===== src/rtl/bcd_preset_editor_if.sv =====
// Key inputs and preset/edit status outputs of the BCD preset editor.
// The master side drives the raw keys and the slave side drives the preset state.
interface bcd_preset_editor_if;
    logic       BTN_MODE;
    logic       BTN_UP;
    logic       BTN_DOWN;
    logic [7:0] data;
    logic       LOAD;
    logic       EDIT;
    logic       SEL;
    logic [7:0] WORK;

    modport master (
        output BTN_MODE, BTN_UP, BTN_DOWN,
        input  data, LOAD, EDIT, SEL, WORK
    );

    modport slave (
        input  BTN_MODE, BTN_UP, BTN_DOWN,
        output data, LOAD, EDIT, SEL, WORK
    );
endinterface


===== src/rtl/bcd_preset_editor.sv =====
// Debounced three-key editor for a 2-digit BCD preset: edit ones, then tens, then commit
// the working copy to the preset bus with a one-cycle LOAD strobe.
module bcd_preset_editor #(
    parameter int         DB_CYCLES    = 4,
    parameter int         REPEAT_DELAY = 16,
    parameter int         REPEAT_RATE  = 4,
    parameter int         MAX_TENS     = 5,
    parameter logic [7:0] INIT_VALUE   = 8'h59
) (
    input  logic                C_CLK,
    input  logic                RST,
    bcd_preset_editor_if.slave  bus
);
    localparam int CW  = $clog2(DB_CYCLES + 1);
    localparam int RCW = $clog2(REPEAT_DELAY + 1);
    localparam logic [CW-1:0]  DB_LAST    = CW'(DB_CYCLES - 1);
    localparam logic [RCW-1:0] RPT_LAST   = RCW'(REPEAT_DELAY - 1);
    localparam logic [RCW-1:0] RPT_RELOAD = RCW'(REPEAT_DELAY - REPEAT_RATE);
    localparam logic [3:0]     MAX_TENS_D = 4'(MAX_TENS);

    typedef enum logic [1:0] {
        ST_RUN    = 2'd0,
        ST_ONES   = 2'd1,
        ST_TENS   = 2'd2,
        ST_COMMIT = 2'd3
    } state_t;

    // Wrap-around digit step; no carry or borrow into the neighbouring digit.
    function automatic logic [3:0] digit_step(input logic [3:0] d, input logic [3:0] max_d,
                                              input logic up);
        logic [3:0] r;
        if (up) begin
            r = (d >= max_d) ? 4'd0 : d + 4'd1;
        end else begin
            r = (d == 4'd0) ? max_d : d - 4'd1;
        end
        return r;
    endfunction

    // Key index 0 = MODE, 1 = UP, 2 = DOWN.
    logic [2:0]         raw_s;
    logic [2:0]         sync1_r;
    logic [2:0]         sync2_r;
    logic [2:0]         lvl_r;
    logic [2:0]         evt_r;
    logic [2:0][CW-1:0] cnt_r;

    state_t             state_r;
    logic [7:0]         work_r;
    logic [7:0]         data_r;
    logic               load_r;
    logic               edit_r;
    logic               sel_r;
    logic               rpt_act_r;
    logic [RCW-1:0]     rpt_cnt_r;

    logic               editing_s;
    logic               mode_evt_s;
    logic               single_s;
    logic               press_s;
    logic               rpt_hold_s;
    logic               rpt_hit_s;
    logic               step_s;
    logic               step_up_s;

    assign raw_s = {bus.BTN_DOWN, bus.BTN_UP, bus.BTN_MODE};

    // Synchronise each key and accept a new level after DB_CYCLES stable differing samples.
    always_ff @(posedge C_CLK) begin
        if (!RST) begin
            sync1_r <= 3'b000;
            sync2_r <= 3'b000;
            lvl_r   <= 3'b000;
            evt_r   <= 3'b000;
            cnt_r   <= '0;
        end else begin
            sync1_r <= raw_s;
            sync2_r <= sync1_r;
            for (int i = 0; i < 3; i++) begin
                if (sync2_r[i] == lvl_r[i]) begin
                    cnt_r[i] <= '0;
                    evt_r[i] <= 1'b0;
                end else if (cnt_r[i] == DB_LAST) begin
                    // Press event is raised on the same edge the level rises.
                    lvl_r[i] <= sync2_r[i];
                    cnt_r[i] <= '0;
                    evt_r[i] <= sync2_r[i];
                end else begin
                    cnt_r[i] <= cnt_r[i] + 1'b1;
                    evt_r[i] <= 1'b0;
                end
            end
        end
    end

    // Decode step requests: MODE wins, and UP/DOWN together never step.
    always_comb begin
        editing_s  = 1'b0;
        mode_evt_s = evt_r[0];
        single_s   = lvl_r[1] ^ lvl_r[2];
        press_s    = 1'b0;
        rpt_hold_s = 1'b0;
        rpt_hit_s  = 1'b0;
        step_up_s  = lvl_r[1];
        if ((state_r == ST_ONES) || (state_r == ST_TENS)) begin
            editing_s = 1'b1;
        end else begin
            editing_s = 1'b0;
        end
        if (editing_s && !mode_evt_s) begin
            press_s    = (evt_r[1] && !lvl_r[2]) || (evt_r[2] && !lvl_r[1]);
            rpt_hold_s = !press_s && rpt_act_r && single_s;
            rpt_hit_s  = rpt_hold_s && (rpt_cnt_r == RPT_LAST);
        end else begin
            press_s    = 1'b0;
            rpt_hold_s = 1'b0;
            rpt_hit_s  = 1'b0;
        end
        step_s = press_s || rpt_hit_s;
    end

    // Auto-repeat timer: armed by a valid press, cleared whenever the hold is broken.
    always_ff @(posedge C_CLK) begin
        if (!RST) begin
            rpt_act_r <= 1'b0;
            rpt_cnt_r <= '0;
        end else if (press_s) begin
            rpt_act_r <= 1'b1;
            rpt_cnt_r <= '0;
        end else if (rpt_hold_s) begin
            rpt_act_r <= 1'b1;
            rpt_cnt_r <= rpt_hit_s ? RPT_RELOAD : rpt_cnt_r + 1'b1;
        end else begin
            rpt_act_r <= 1'b0;
            rpt_cnt_r <= '0;
        end
    end

    // Editor FSM; LOAD/EDIT/SEL are registered from the next state so they align with it.
    always_ff @(posedge C_CLK) begin
        if (!RST) begin
            state_r <= ST_RUN;
            work_r  <= INIT_VALUE;
            data_r  <= INIT_VALUE;
            load_r  <= 1'b0;
            edit_r  <= 1'b0;
            sel_r   <= 1'b0;
        end else begin
            load_r <= 1'b0;
            case (state_r)
                ST_RUN: begin
                    if (mode_evt_s) begin
                        state_r <= ST_ONES;
                        work_r  <= data_r;
                        edit_r  <= 1'b1;
                        sel_r   <= 1'b0;
                    end else begin
                        edit_r <= 1'b0;
                        sel_r  <= 1'b0;
                    end
                end
                ST_ONES: begin
                    if (mode_evt_s) begin
                        state_r <= ST_TENS;
                        edit_r  <= 1'b1;
                        sel_r   <= 1'b1;
                    end else if (step_s) begin
                        work_r <= {work_r[7:4], digit_step(work_r[3:0], 4'd9, step_up_s)};
                    end else begin
                        edit_r <= 1'b1;
                        sel_r  <= 1'b0;
                    end
                end
                ST_TENS: begin
                    if (mode_evt_s) begin
                        state_r <= ST_COMMIT;
                        data_r  <= work_r;
                        load_r  <= 1'b1;
                        edit_r  <= 1'b0;
                        sel_r   <= 1'b0;
                    end else if (step_s) begin
                        work_r <= {digit_step(work_r[7:4], MAX_TENS_D, step_up_s), work_r[3:0]};
                    end else begin
                        edit_r <= 1'b1;
                        sel_r  <= 1'b1;
                    end
                end
                ST_COMMIT: begin
                    state_r <= ST_RUN;
                    edit_r  <= 1'b0;
                    sel_r   <= 1'b0;
                end
                default: begin
                    state_r <= ST_RUN;
                    work_r  <= data_r;
                    edit_r  <= 1'b0;
                    sel_r   <= 1'b0;
                end
            endcase
        end
    end

    assign bus.data = data_r;
    assign bus.WORK = work_r;
    assign bus.LOAD = load_r;
    assign bus.EDIT = edit_r;
    assign bus.SEL  = sel_r;
endmodule


===== src/flat_wrapper.sv =====
// flat-port wrapper written by rule: the top's interface ports become plain ports
module bcd_preset_editor_flat 
#(
    parameter int         DB_CYCLES    = 4,
    parameter int         REPEAT_DELAY = 16,
    parameter int         REPEAT_RATE  = 4,
    parameter int         MAX_TENS     = 5,
    parameter logic [7:0] INIT_VALUE   = 8'h59
)
  (C_CLK, RST, bus_BTN_MODE, bus_BTN_UP, bus_BTN_DOWN, bus_data, bus_LOAD, bus_EDIT, bus_SEL, bus_WORK);
  bcd_preset_editor_if bus_i ();
  input  logic C_CLK;
  input  logic RST;
  input wire logic [$bits(bus_i.BTN_MODE)-1:0] bus_BTN_MODE;
  input wire logic [$bits(bus_i.BTN_UP)-1:0] bus_BTN_UP;
  input wire logic [$bits(bus_i.BTN_DOWN)-1:0] bus_BTN_DOWN;
  output wire logic [$bits(bus_i.data)-1:0] bus_data;
  output wire logic [$bits(bus_i.LOAD)-1:0] bus_LOAD;
  output wire logic [$bits(bus_i.EDIT)-1:0] bus_EDIT;
  output wire logic [$bits(bus_i.SEL)-1:0] bus_SEL;
  output wire logic [$bits(bus_i.WORK)-1:0] bus_WORK;
  assign bus_i.BTN_MODE = bus_BTN_MODE;
  assign bus_i.BTN_UP = bus_BTN_UP;
  assign bus_i.BTN_DOWN = bus_BTN_DOWN;
  assign bus_data = bus_i.data;
  assign bus_LOAD = bus_i.LOAD;
  assign bus_EDIT = bus_i.EDIT;
  assign bus_SEL = bus_i.SEL;
  assign bus_WORK = bus_i.WORK;
  bcd_preset_editor #(.DB_CYCLES(DB_CYCLES), .REPEAT_DELAY(REPEAT_DELAY), .REPEAT_RATE(REPEAT_RATE), .MAX_TENS(MAX_TENS), .INIT_VALUE(INIT_VALUE)) u_core (.C_CLK(C_CLK), .RST(RST), .bus(bus_i));
endmodule

===== config.mk =====
export PLATFORM = sky130hd
export DESIGN_NAME = bcd_preset_editor_flat
export DESIGN_NICKNAME = d
export VERILOG_FILES = /design/src/rtl/bcd_preset_editor_if.sv /design/src/rtl/bcd_preset_editor.sv /design/src/flat_wrapper.sv
export SDC_FILE = /design/constraint.sdc
export NUM_CORES = 1
export LEC_CHECK = 0
export ABC_CLOCK_PERIOD_IN_PS = 3300
export CORE_AREA = 2 2 50 98
export CTS_CLUSTER_DIAMETER = 100
export DETAILED_ROUTE_END_ITERATION = 10
export DIE_AREA = 0 0 52 100
export HOLD_SLACK_MARGIN = 0.1
export PLACE_DENSITY = 0.83
export SLEW_MARGIN = 20
export SYNTH_ARGS = -nofsm -noshare
export SYNTH_HDL_FRONTEND = slang
export SYNTH_SLANG_ARGS = --single-unit

===== constraint.sdc =====
create_clock -name C_CLK -period 3.3 [get_ports C_CLK]
set_clock_uncertainty 0.1 [all_clocks]
set_input_delay 0.33 -clock C_CLK [delete_from_list [all_inputs] [get_ports C_CLK]]
set_output_delay 0.33 -clock C_CLK [all_outputs]
set_load 0.005 [all_outputs]

==> results.cfg, run 1 <==
[final_layout]
regArea_sq_um = 961
antenna_cells = 0
drive_gt1_share_pct = 5.21
multiInputGateArea_sq_um = 1240
area_growth_pct = 16.6
finalNonFillerCells = 343
mostFrequentLayoutCells = 48 x dfxtp_1, 32 x nor2_1, 26 x nand2_1
nFillCells = 369
layout_commonest_cell = dfxtp_1
fin_area_sq_um = 2720
layout.nets = 309

[clock_tree]
hold_buffers = 0
clkTransAtPathRegs_ns = 0.09
root_buffer = clkbuf_8
clock_sinks = 48
clockBufferDepth = 2
cts_tree = built
post_cts_buffers = 0
cts_made_buffers = 5
htreeDepth = 2
ctsResizeCount = 0
clock_latency_ns = 0.30

[global_routing]
grt_pass1_wl_um = 8530
grt_max_degree = 26
grt_use_met1_pct = 26.6
use_met3_pct = 4.02
grt_overflow = 0
use_met2_pct = 34.5
grt_pass1_vias = 1904
grt_busiest_layer = met2
antenna_found_initial = 0
grtUsageTotal_pct = 21.0

[sta]
min_period_over_period_pct = 67.4
finalWorstSetupSlack_ns = 1.08
tightest_slew_ns = 0.828
rsz0062_at_grt = false
hold_viol_final = 0
finalCriticalPeriod_ns = 2.22
drv_slew = 0
tns_ns = 0
setup-violations-final = 0
relSlewSlack_pct = 44.7
max_freq_mhz = 450

[flow_run]
cap_viol_max_count = 0

[route]
first_pass_iters = 4
post-route-drc-count = 0
vias = 1961
ant_nets = 0
viasPerCell = 5.72
routed_wirelength_um = 5080
drt_iter0_markers = 74
wl_per_cell_um = 14.8

[floorplanning]
core-area_sq_um = 4510
ios = 24
initial_utilization_pct = 51.7
rows = 35
die_width_um = 52
die_area_sq_um = 5200
chipHeight_um = 100

[power]
comb_power_share_pct = 1.8
p_sw_share_pct = 19.2
ir_drop_uv = 362
clock_power_share_pct = 45.5
p_seq_share_pct = 52.7
power_switching_mw = 0.214
intPower_mw = 0.897
powerDensity_nw_per_um2 = 408
leakagePower_nw = 1.02
finalPower_mw = 1.11

[setup_path]
reg2reg_depth = 7
cp.required_ns = 3.37
critPathArrivalTime_ns = 2.30
rr_startpoint = u_core.state_r[1]
end_kind = flop
reg2reg_slack_ns = 1.08
r2r-end = u_core.bus.WORK[4]
cp_top_family = compound AO/OA/AOI/OAI gates
cp_cell_sequence = inv_1 -> ha_1 -> and3b_1 -> and3_4 -> o21ai_2 -> a2111oi_2 -> a41oi_1
crit_path_start = u_core.state_r[1]
worstSetupPathType = flop to flop
crit_path_top_delay_cell = ha_1
path_buf_inv = 1
critPathLaunchType = flop
critical_path.max_fanout = 9
critical_path.max_stage_delay_ns = 0.47

[place]
port_buffers = 23
place.gp.congestion = 0.939
placed_area_sq_um = 2580
placed_cells = 335
dp_hpwl_um = 3640
dpl_worst_slack_ns = 1.13

[synth]
ys_ff_latch = 48
yosysWarnings = 0
synth_cells = 270
ys.flop_type = dfxtp_1
syn_area_sq_um = 2330
netlist-cell-type-count = 51
synth_async_sr_flop_share_pct = 0
yosysTopAreaCell = dfxtp_1
avgSynthCellArea_sq_um = 8.64
synth_area_leaders = dfxtp_1 41%, ha_1 9.1%, nor2_1 5.2%
yosysTopAreaCellShare_pct = 41.2
synth_edf_count = 0
syn_nets = 292
ys_seq_area_share_pct = 41.2

[hold_path]
hold_path.class = flop to flop
hold_depth = 1
worstHoldEndpoint = u_core.cnt_r[6]
hold_start = u_core.cnt_r[6]

[run_status]
status = finished, final reports clean
-- metal layers --
metal | vias to the layer above | share of wire [%]
met2 | 67 | 49
met4 | 0 | 1.4
met5 | - | 0
li1 | 976 | -
met1 | 910 | 43
met3 | 8 | 6.0
-- cell type report --
cell class	count	share of cell area (%)
Clock buffer	5	2.53
Clock inverter	3	2.53
Inverter	19	2.62
Multi-Input combinational cell	189	45.7
Sequential cell	48	35.3
Tap cell	55	2.53
Timing Repair Buffer	24	8.74
-- synthesized netlist by cell type, drive strengths merged (2+ instances only) --
cell type   n
dfxtp      48
nor2       32
nand2      26
inv        19
ha         17
a21oi      13
o21ai      12
clkbuf     11
nor2b       8
and2        7
a221oi      5
nor3        5
or3         5
mux2i       4
o211ai      4
xnor2       4
a31oi       3
a41oi       3
and3        3
and4b       3
buf         3
nand3       3
a21boi      2
a311oi      2
a32oi       2
nand2b      2
nand4       2
nor3b       2
nor4        2
xor2        2
-- worst max-delay path by stage --
stage	slack, ns	to	cells past startpoint
floorplan	1.34	u_core.bus.WORK[4]	8
global placement	1.20	u_core.bus.WORK[4]	7
detailed placement	1.13	u_core.bus.WORK[4]	7
CTS	1.10	u_core.bus.WORK[4]	7
global route	0.93	u_core.bus.WORK[4]	7
finish	1.08	u_core.bus.WORK[4]	7
-- per-stage QoR --
| stage | utilization [%] | hold slack, ns |
|---|---|---|
| finish | 60.3 | 0.329 |
| global route | 60.3 | 0.343 |
| CTS | 60.3 | 0.333 |
| detailed placement | 57.3 | 0.319 |
| global placement | 57.3 | 0.306 |
| floorplan | - | 0.299 |
-- power groups by stage --
stage / registers (mW) / logic (mW) / clock network [mW]
4_1_cts: 0.585 / 0.0204 / 0.511
6_report: 0.585 / 0.0205 / 0.505
5_1_grt: 0.586 / 0.0228 / 0.529
2_1_floorplan: 0.598 / 0.0117 / 0
3_5_place_dp: 0.599 / 0.0203 / 0
3_3_place_gp: 0.599 / 0.0192 / 0
-- cell families (layout without fill, tap and decap cells) --
logic type | after synthesis | count (layout) | share of synthesized area [%]
compound gates | 59 | 59 | 17.8
xor+xnor | 6 | 6 | 2.58
fa+ha+maj | 17 | 17 | 9.12
buf+inv | 33 | 51 | 5.47
flops | 48 | 48 | 41.2
mux | 4 | 4 | 1.72
simple gates | 103 | 103 | 22.1
-- state kept, by name, indices dropped and copies added, names as in the netlist, 2 cells and up --
signal            count
u_core.state_r        2
u_core.sync2_r        3
u_core.rpt_cnt_r      5
u_core.evt_r          3
u_core.bus.data       8
u_core.bus.WORK       8
u_core.cnt_r          9
u_core.sync1_r        3
u_core.lvl_r          3
No activity file was read; power rests on OpenSTA's default activity.
==> run 2, diff against run 1 <==
--- a/config.mk
+++ b/config.mk
@@ -5,7 +5,7 @@
 export SDC_FILE = /design/constraint.sdc
 export NUM_CORES = 1
 export LEC_CHECK = 0
-export ABC_CLOCK_PERIOD_IN_PS = 3300
+export ABC_CLOCK_PERIOD_IN_PS = 2250
 export CORE_AREA = 2 2 50 98
 export CTS_CLUSTER_DIAMETER = 100
 export DETAILED_ROUTE_END_ITERATION = 10
==> constraint.sdc (replaced) <==
create_clock -name C_CLK -period 2.25 [get_ports C_CLK]
set_clock_uncertainty 0.1 [all_clocks]
set_input_delay 0.225 -clock C_CLK [delete_from_list [all_inputs] [get_ports C_CLK]]
set_output_delay 0.225 -clock C_CLK [all_outputs]
set_load 0.005 [all_outputs]
==> run 2 against run 1 <==
- sequential power grew 47%
- non-clock buffer count rose by 3
- via count rose by 3.6%
- first-iteration DRC count increased by 30%
- sequential share of layout area is 0.065 points higher
- die area unchanged
- core utilization decreased by 0.11 points
- power rose by 35%
==> results.cfg, run 2 (synthesized netlist as in run 1, its figures left out) <==
[run_status]
status = finished, final reports clean

[place]
placed_area_sq_um = 2610
dpl_worst_slack_ns = 0.155
dp_hpwl_um = 3590
port_buffers = 23
place.gp.congestion = 0.947

[floorplanning]
core-area_sq_um = 4510
chipHeight_um = 100
die_width_um = 52
rows = 35
ios = 24
die_area_sq_um = 5200
initial_utilization_pct = 51.7

[sta]
rsz0062_at_grt = false
finalCriticalPeriod_ns = 2.12
finalWorstSetupSlack_ns = 0.135
min_period_over_period_pct = 94.0
tightest_slew_ns = 0.711
max_freq_mhz = 473
hold_viol_final = 0
tns_ns = 0
setup-violations-final = 0
relSlewSlack_pct = 52.5
drv_slew = 0

[global_routing]
grt_overflow = 0
grt_pass1_vias = 1994
antenna_found_initial = 0
grt_pass1_wl_um = 8770
grtUsageTotal_pct = 21.8
grt_max_degree = 24

[power]
ir_drop_uv = 610
leakagePower_nw = 1.02
power_switching_mw = 0.300
p_seq_share_pct = 57.3
finalPower_mw = 1.50
intPower_mw = 1.20
comb_power_share_pct = 1.9
p_sw_share_pct = 20.0
powerDensity_nw_per_um2 = 552
clock_power_share_pct = 40.8

[setup_path]
cp_cell_sequence = inv_1 -> ha_2 -> and3b_1 -> and3_4 -> o21ai_2 -> a2111oi_2 -> a41oi_1
critical_path.max_stage_delay_ns = 0.40
critPathLaunchType = flop
path_buf_inv = 1
critPathArrivalTime_ns = 2.19
cp.required_ns = 2.33
critical_path.max_fanout = 6
end_kind = flop
cp_top_family = compound AO/OA/AOI/OAI gates
worstSetupPathType = flop to flop
crit_path_top_delay_cell = ha_2

[clock_tree]
clock_sinks = 48
root_buffer = clkbuf_8
hold_buffers = 0
cts_made_buffers = 5
htreeDepth = 2
clkTransAtPathRegs_ns = 0.08
cts_tree = built
clock_latency_ns = 0.31
clockBufferDepth = 2

[route]
ant_nets = 0
drt_iter0_markers = 96
vias = 2032
viasPerCell = 5.87
first_pass_iters = 4
routed_wirelength_um = 5200
post-route-drc-count = 0
wl_per_cell_um = 15.0

[hold_path]
hold_path.class = flop to flop

[final_layout]
fin_area_sq_um = 2720
antenna_cells = 0
largest_register = u_core.cnt_r
drive_gt1_share_pct = 6.19
area_growth_pct = 16.4
largest_reg_flops = 9
layout.nets = 312
layout_commonest_cell = dfxtp_1
mostFrequentLayoutCells = 48 x dfxtp_1, 32 x nor2_1, 26 x nand2_1

[flow_run]
cap_viol_max_count = 0
run 2: changes by cell type in the layout (fill, tap and decap cells not counted):
cell and delta:
clkinv_2 +1, clkbuf_1 +1, buf_4 +3, ha_2 +1
inv_6 -1, ha_1 -1, bufinv_16 -1
run 2: final cells by class:
cell class | instances | area [sq um]
inverters | 19 | 71.3
well taps | 55 | 68.8
fillers | 397 | 1800
multi-input cells | 189 | 1250
clock inverters | 2 | 35.0
clock buffers | 6 | 72.6
flip-flops and latches | 48 | 961
repair buffers | 27 | 260
run 2: through the flow:
| stage | cells | hold slack, ns | util (%) |
|---|---|---|---|
| after global placement | 338 | 0.306 | 57.8 |
| after global routing | 346 | 0.351 | 60.2 |
| after floorplan | 270 | 0.252 | - |
| after CTS | 346 | 0.329 | 60.1 |
| final | 346 | 0.327 | 60.2 |
| after detailed placement | 338 | 0.317 | 57.8 |
run 2: worst paths after layout:
kind / startpoint / end / slack [ns] / cells after the start
setup / recovery: u_core.state_r[1] / u_core.bus.WORK[4] / 0.13 / 7
hold / removal: u_core.cnt_r[0] / u_core.cnt_r[0] / 0.33 / 1
setup reg to reg: u_core.state_r[1] / u_core.bus.WORK[4] / 0.13 / 7
hold reg to reg: u_core.cnt_r[0] / u_core.cnt_r[0] / 0.33 / 1
run 2: repair_timing:
action | CTS | global route
setup buffers | 0 | 0
resized for setup | 0 | 1
endpoints found under the setup margin | 0 | 3
run 2: worst register-to-register path, cell delays in order, from the launching register on:
cell and delay (ns):
dfxtp_1 0.37, inv_1 0.08, ha_2 0.40, and3b_1 0.25
and3_4 0.23, o21ai_2 0.11, a2111oi_2 0.39, a41oi_1 0.07
run 2: per-layer routing:
layer / share of wire, % / vias to the layer above / global-route usage (%)
li1: - / 984 / -
met1: 42 / 969 / 26.3
met2: 50 / 67 / 35.6
met3: 5.5 / 12 / 5.06
met4: 2.4 / 0 / 10.1
met5: 0 / - / 0
run 2: power groups by stage:
stage | clock network [mW] | logic [mW] | registers, mW
2_1_floorplan | 0 | 0.0171 | 0.878
3_3_place_gp | 0 | 0.0284 | 0.878
3_5_place_dp | 0 | 0.0292 | 0.879
4_1_cts | 0.619 | 0.0291 | 0.859
5_1_grt | 0.654 | 0.0322 | 0.860
6_report | 0.611 | 0.0290 | 0.859
==> run 3, diff against run 2 <==
--- a/config.mk
+++ b/config.mk
@@ -6,6 +6,7 @@
 export NUM_CORES = 1
 export LEC_CHECK = 0
 export ABC_CLOCK_PERIOD_IN_PS = 2250
+export CAP_MARGIN = 30
 export CORE_AREA = 2 2 50 98
 export CTS_CLUSTER_DIAMETER = 100
 export DETAILED_ROUTE_END_ITERATION = 10
==> results of run 3 <==
Final layout, timing and power as in run 2 (identical DEF).
==> edit 1: new RTL, settings of run 2 <==
`DB_CYCLES` is set to 4 in 2 places; all go to 8.
--- a/src/rtl/bcd_preset_editor.sv
+++ b/src/rtl/bcd_preset_editor.sv
@@ -2,5 +2,5 @@
 // the working copy to the preset bus with a one-cycle LOAD strobe.
 module bcd_preset_editor #(
-    parameter int         DB_CYCLES    = 4,
+    parameter int         DB_CYCLES    = 8,
     parameter int         REPEAT_DELAY = 16,
     parameter int         REPEAT_RATE  = 4,
--- a/src/flat_wrapper.sv
+++ b/src/flat_wrapper.sv
@@ -2,5 +2,5 @@
 module bcd_preset_editor_flat 
 #(
-    parameter int         DB_CYCLES    = 4,
+    parameter int         DB_CYCLES    = 8,
     parameter int         REPEAT_DELAY = 16,
     parameter int         REPEAT_RATE  = 4,
Formal check against the unedited RTL: not equivalent (a bounded check fails within 10 cycles, from zero or initial values and one cycle with RST low).
==> edit 1 against run 2 <==
Sequential cell count increased by 3; area after synthesis increased by 3.3%; final cell count increased by 3.5%; critical endpoint is now u_core.bus.WORK[6]; worst setup slack got worse by 0.10 ns; via count decreased by 0.74%; fmax decreased by 4.6%; final area increased by 5.2%; wire length decreased by 1.4%; total power decreased by 2.0%; count of clock-buffer cells in the layout unchanged; core utilization increased by 3.1 points.
==> edit 1: results (changes against run 2) <==
Floorplanning
  – Initial cell density of the core: 53.4% (was 51.7%)

Final layout
  – Seq area share: 35.8% (was 35.4%)
  – Buffer share of cell area: 10.7% (was 9.59%)
  – Non-clock buffers: 33 (was 27)
  – Multi-In Gates: 195 (was 189)

Place
  – Placed cell count: 350 (was 338)
  – HPWL after DPL: 3610 um (was 3590 um)
  – Pre-CTS WS: -0.0424 ns (was 0.155 ns)
  – DP Area: 0.00274 mm^2 (was 0.00261 mm^2)

Power and ir drop
  – Worst vdd ir: 0.540 mV (was 0.610 mV)
  – Leakage: 1.19 nW (was 1.02 nW)

Yosys
  – Synth Area in XOR/XNOR: 4.72% (was 2.58%)
  – Cell area after synthesis: 0.00241 mm^2 (was 0.00233 mm^2)
  – Cell count after synthesis: 273 (was 270)
  – FF+latch count, synth: 51 (was 48)
  – Area share of fa/ha/maj cells after synthesis: 7.27% (was 9.12%)
  – Compound-Gate Fraction of Synth Area: 16.2% (was 17.8%)
  – Seq/Total Area, Yosys: 42.4% (was 41.2%)
  – Post-synthesis mux area share: 2.13% (was 1.72%)

Timing
  – Relative slew margins: 61.6% (was 52.5%)
  – Hold_ws: 0.346 ns (was 0.327 ns)

Routing
  – Met3 WL post-DR: 219 um (was 287 um)
  – Met2 routed WL: 2660 um (was 2610 um)

Worst setup path
  – Slowest CP cell: a2111oi_4 (was ha_2)
  – Worst-path maximum fanout: 5 (was 6)

Global route
  – Met1 Use GR: 27.2% (was 26.3%)
  – M2 GR Usage: 37.0% (was 35.6%)

Run status
  – Status: complete, no violations (unchanged)
edit 1: cell types whose count changed in the layout (fill, tap and decap cells not counted), sizes merged, moves of 4 or more:
| cell | run 2 | this run |
|---|---|---|
| nor2 | 32 | 24 |
| xor2 | 2 | 11 |
| buf | 4 | 10 |
| nor3 | 5 | 11 |
| nand3 | 3 | 10 |
| a221oi | 5 | 0 |
| or3 | 5 | 1 |
| nor2b | 8 | 3 |
edit 1: power groups by stage:
stage / Combinational (mW) / Clock [mW] / Sequential [mW]
after floorplan: 0.0175 / 0 / 0.932
after global placement: 0.0292 / 0 / 0.933
after detailed placement: 0.0302 / 0 / 0.933
after CTS: 0.0305 / 0.541 / 0.912
after global routing: 0.0339 / 0.569 / 0.913
final: 0.0301 / 0.526 / 0.912
edit 1: what timing repair did:
action / 4_1_cts / 5_1_grt
endpoints found under the setup margin: 2 / 2
gates cloned: 0 / 0
pin swaps: 1 / 2
resized for setup: 2 / 3
==> edit 2: new RTL, config.mk and constraints of run 2 <==
Made on the original files. Re-encode `state_t` (4 states) as one-hot, 4 bits wide.
--- a/src/rtl/bcd_preset_editor.sv
+++ b/src/rtl/bcd_preset_editor.sv
@@ -19,9 +19,9 @@
     localparam logic [3:0]     MAX_TENS_D = 4'(MAX_TENS);
 
-    typedef enum logic [1:0] {
-        ST_RUN    = 2'd0,
-        ST_ONES   = 2'd1,
-        ST_TENS   = 2'd2,
-        ST_COMMIT = 2'd3
+    typedef enum logic [3:0] {
+        ST_RUN    = 4'b0001,
+        ST_ONES   = 4'b0010,
+        ST_TENS   = 4'b0100,
+        ST_COMMIT = 4'b1000
     } state_t;
 
Check against the original RTL: same outputs for any inputs over 10 cycles, from zero or initial values and one cycle with RST low; not proved beyond that.
==> edit 2 against run 2 <==
Final area rose by 8.1%; area after synthesis grew 6.7%; total power increased by 3.0%; sequential cell count increased by 2; wire length is 5.4% higher; worst setup slack better by 0.0082 ns; combinational power grew 4%; non-clock buffer count grew 5; fmax is 0.39% higher.
==> edit 2: results (changes against run 2) <==
Clock tree
  – Clock Path Buffers: 2 (unchanged)
  – Worst skew pair latency: 0.30 ns

Global route
  – Met1 Use GR: 26.7% (was 26.3%)
  – M2 GR Usage: 38.1% (was 35.6%)
  – Vias in the first global route: 2076 (was 1994)
  – Largest net degree at the start of global routing: 21 (was 24)
  – First-pass GRT wire length: 9140 um (was 8770 um)
  – Total track usage: 22.7% (was 21.8%)
  – M3 GR Usage: 4.61% (was 5.06%)

Final layout
  – Buffer share of cell area: 10.1% (was 9.59%)
  – Proportion of cell area spent on the clock network: 3.75% (was 3.96%)
  – Area used by multi-input combinational logic: 0.00139 mm^2 (was 0.00125 mm^2)
  – Multi-In Gates: 192 (was 189)
  – Seq area share: 34.1% (was 35.4%)
  – Design Area, Final: 0.00294 mm^2 (was 0.00272 mm^2)
  – Post-route insts no fill: 355 (was 346)
  – Reg with most FFs: u_core.cnt_r (unchanged)
  – Nets: 318 (was 312)
  – Share of layout cells above drive strength 1: 11.0% (was 6.19%)
  – Non-clock buffers: 32 (was 27)
  – Filler Cell Count: 357 (was 397)
  – Inverter count: 18 (was 19)

Yosys
  – Post-synthesis mux area share: 2.41% (was 1.72%)
  – FF+latch count, synth: 50 (was 48)
  – Primary FF master, synth: dfxtp_1 (unchanged)
  – Area contributors post-synth: dfxtp_1, ha_1, nor2_1, nand2_1, o211ai_1 (was dfxtp_1, ha_1, nor2_1, nand2_1, inv_1)
  – Seq/Total Area, Yosys: 40.2% (was 41.2%)
  – Area share of fa/ha/maj cells after synthesis: 7.04% (was 9.12%)
  – Unique masters post-synth: 52 (was 51)
  – Compound-Gate Fraction of Synth Area: 19.4% (was 17.8%)
  – Synth Area in XOR/XNOR: 2.46% (was 2.58%)

Routing
  – Drt via density: 5.95 (was 5.87)
  – DR iter-0 viols: 65 (was 96)
  – Final wirelength: 5480 um (was 5200 um)

Min path
  – Hold Path Class: flip-flop to flip-flop (unchanged)

Place
  – GP Congestion: 0.902 (was 0.947)
  – Pre-CTS WS: -0.0327 ns (was 0.155 ns)
  – HPWL after DPL: 3810 um (was 3590 um)
  – DP Area: 0.00276 mm^2 (was 0.00261 mm^2)
  – Placed cell count: 345 (was 338)

Run status
  – Status: complete, no violations (unchanged)

Power and ir drop
  – Worst vdd ir: 0.638 mV (was 0.610 mV)
  – Leakage: 1.14 nW (was 1.02 nW)

Worst setup path
  – Slowest CP cell: dfxtp_2 (was ha_2)

Floorplanning
  – FP Rows: 35 (unchanged)

Timing
  – Worst Tran Pin Value: 0.502 ns (was 0.711 ns)
-- edit 2: cell count changes in the layout (fill, tap and decap cells not counted), moves of 4 or more --
cell / before / now
nor3_1: 5 / 0
buf_4: 4 / 9
nor2b_1: 8 / 3
a211oi_1: 1 / 6
o211ai_1: 4 / 9
nand3_1: 3 / 8
nand2_1: 26 / 18
a221oi_1: 5 / 1
nor2_1: 32 / 37
-- edit 2: per-layer routing --
layer / part of all wire (%) / vias to the layer above
met2: 52 / 76
met3: 5.7 / 8
met1: 41 / 1009
met4: 1.9 / 0
li1: - / 1020
met5: 0 / -
-- edit 2: timing repair --
action / 4_1_cts / 5_1_grt
hold buffers: 0 / 0
setup endpoints to repair: 3 / 6
endpoints found under the hold margin: 0 / 0
buffers inserted: 1 / 1
pin swaps: 3 / 3
gates resized for setup: 3 / 5
-- edit 2: worst max-delay path, delay by kind of cell (launching register included) --
family | cells | cell delay, ns
muxes | 1 | 0.23
adders and majority gates | 2 | 0.42
AOI/OAI and AO/OA | 3 | 0.61
DFF | 1 | 0.34
and+or+nand+nor | 2 | 0.29
-- edit 2: power breakdown --
| part | internal (mW) | switching (mW) | leakage (nW) |
|---|---|---|---|
| combinational | 0.0146 | 0.0156 | 0.684 |
| clock | 0.332 | 0.287 | 0.0514 |
| sequential | 0.891 | 0.00332 | 0.405 |
-- edit 2: worst paths after layout --
check,startpoint,end,slack [ns],depth (start not counted)
hold reg to reg,u_core.cnt_r[3],u_core.cnt_r[3],0.33,1
setup reg to reg,u_core.rpt_cnt_r[0],u_core.bus.WORK[3],0.14,8
setup / recovery,u_core.rpt_cnt_r[0],u_core.bus.WORK[3],0.14,8
hold / removal,u_core.cnt_r[3],u_core.cnt_r[3],0.33,1
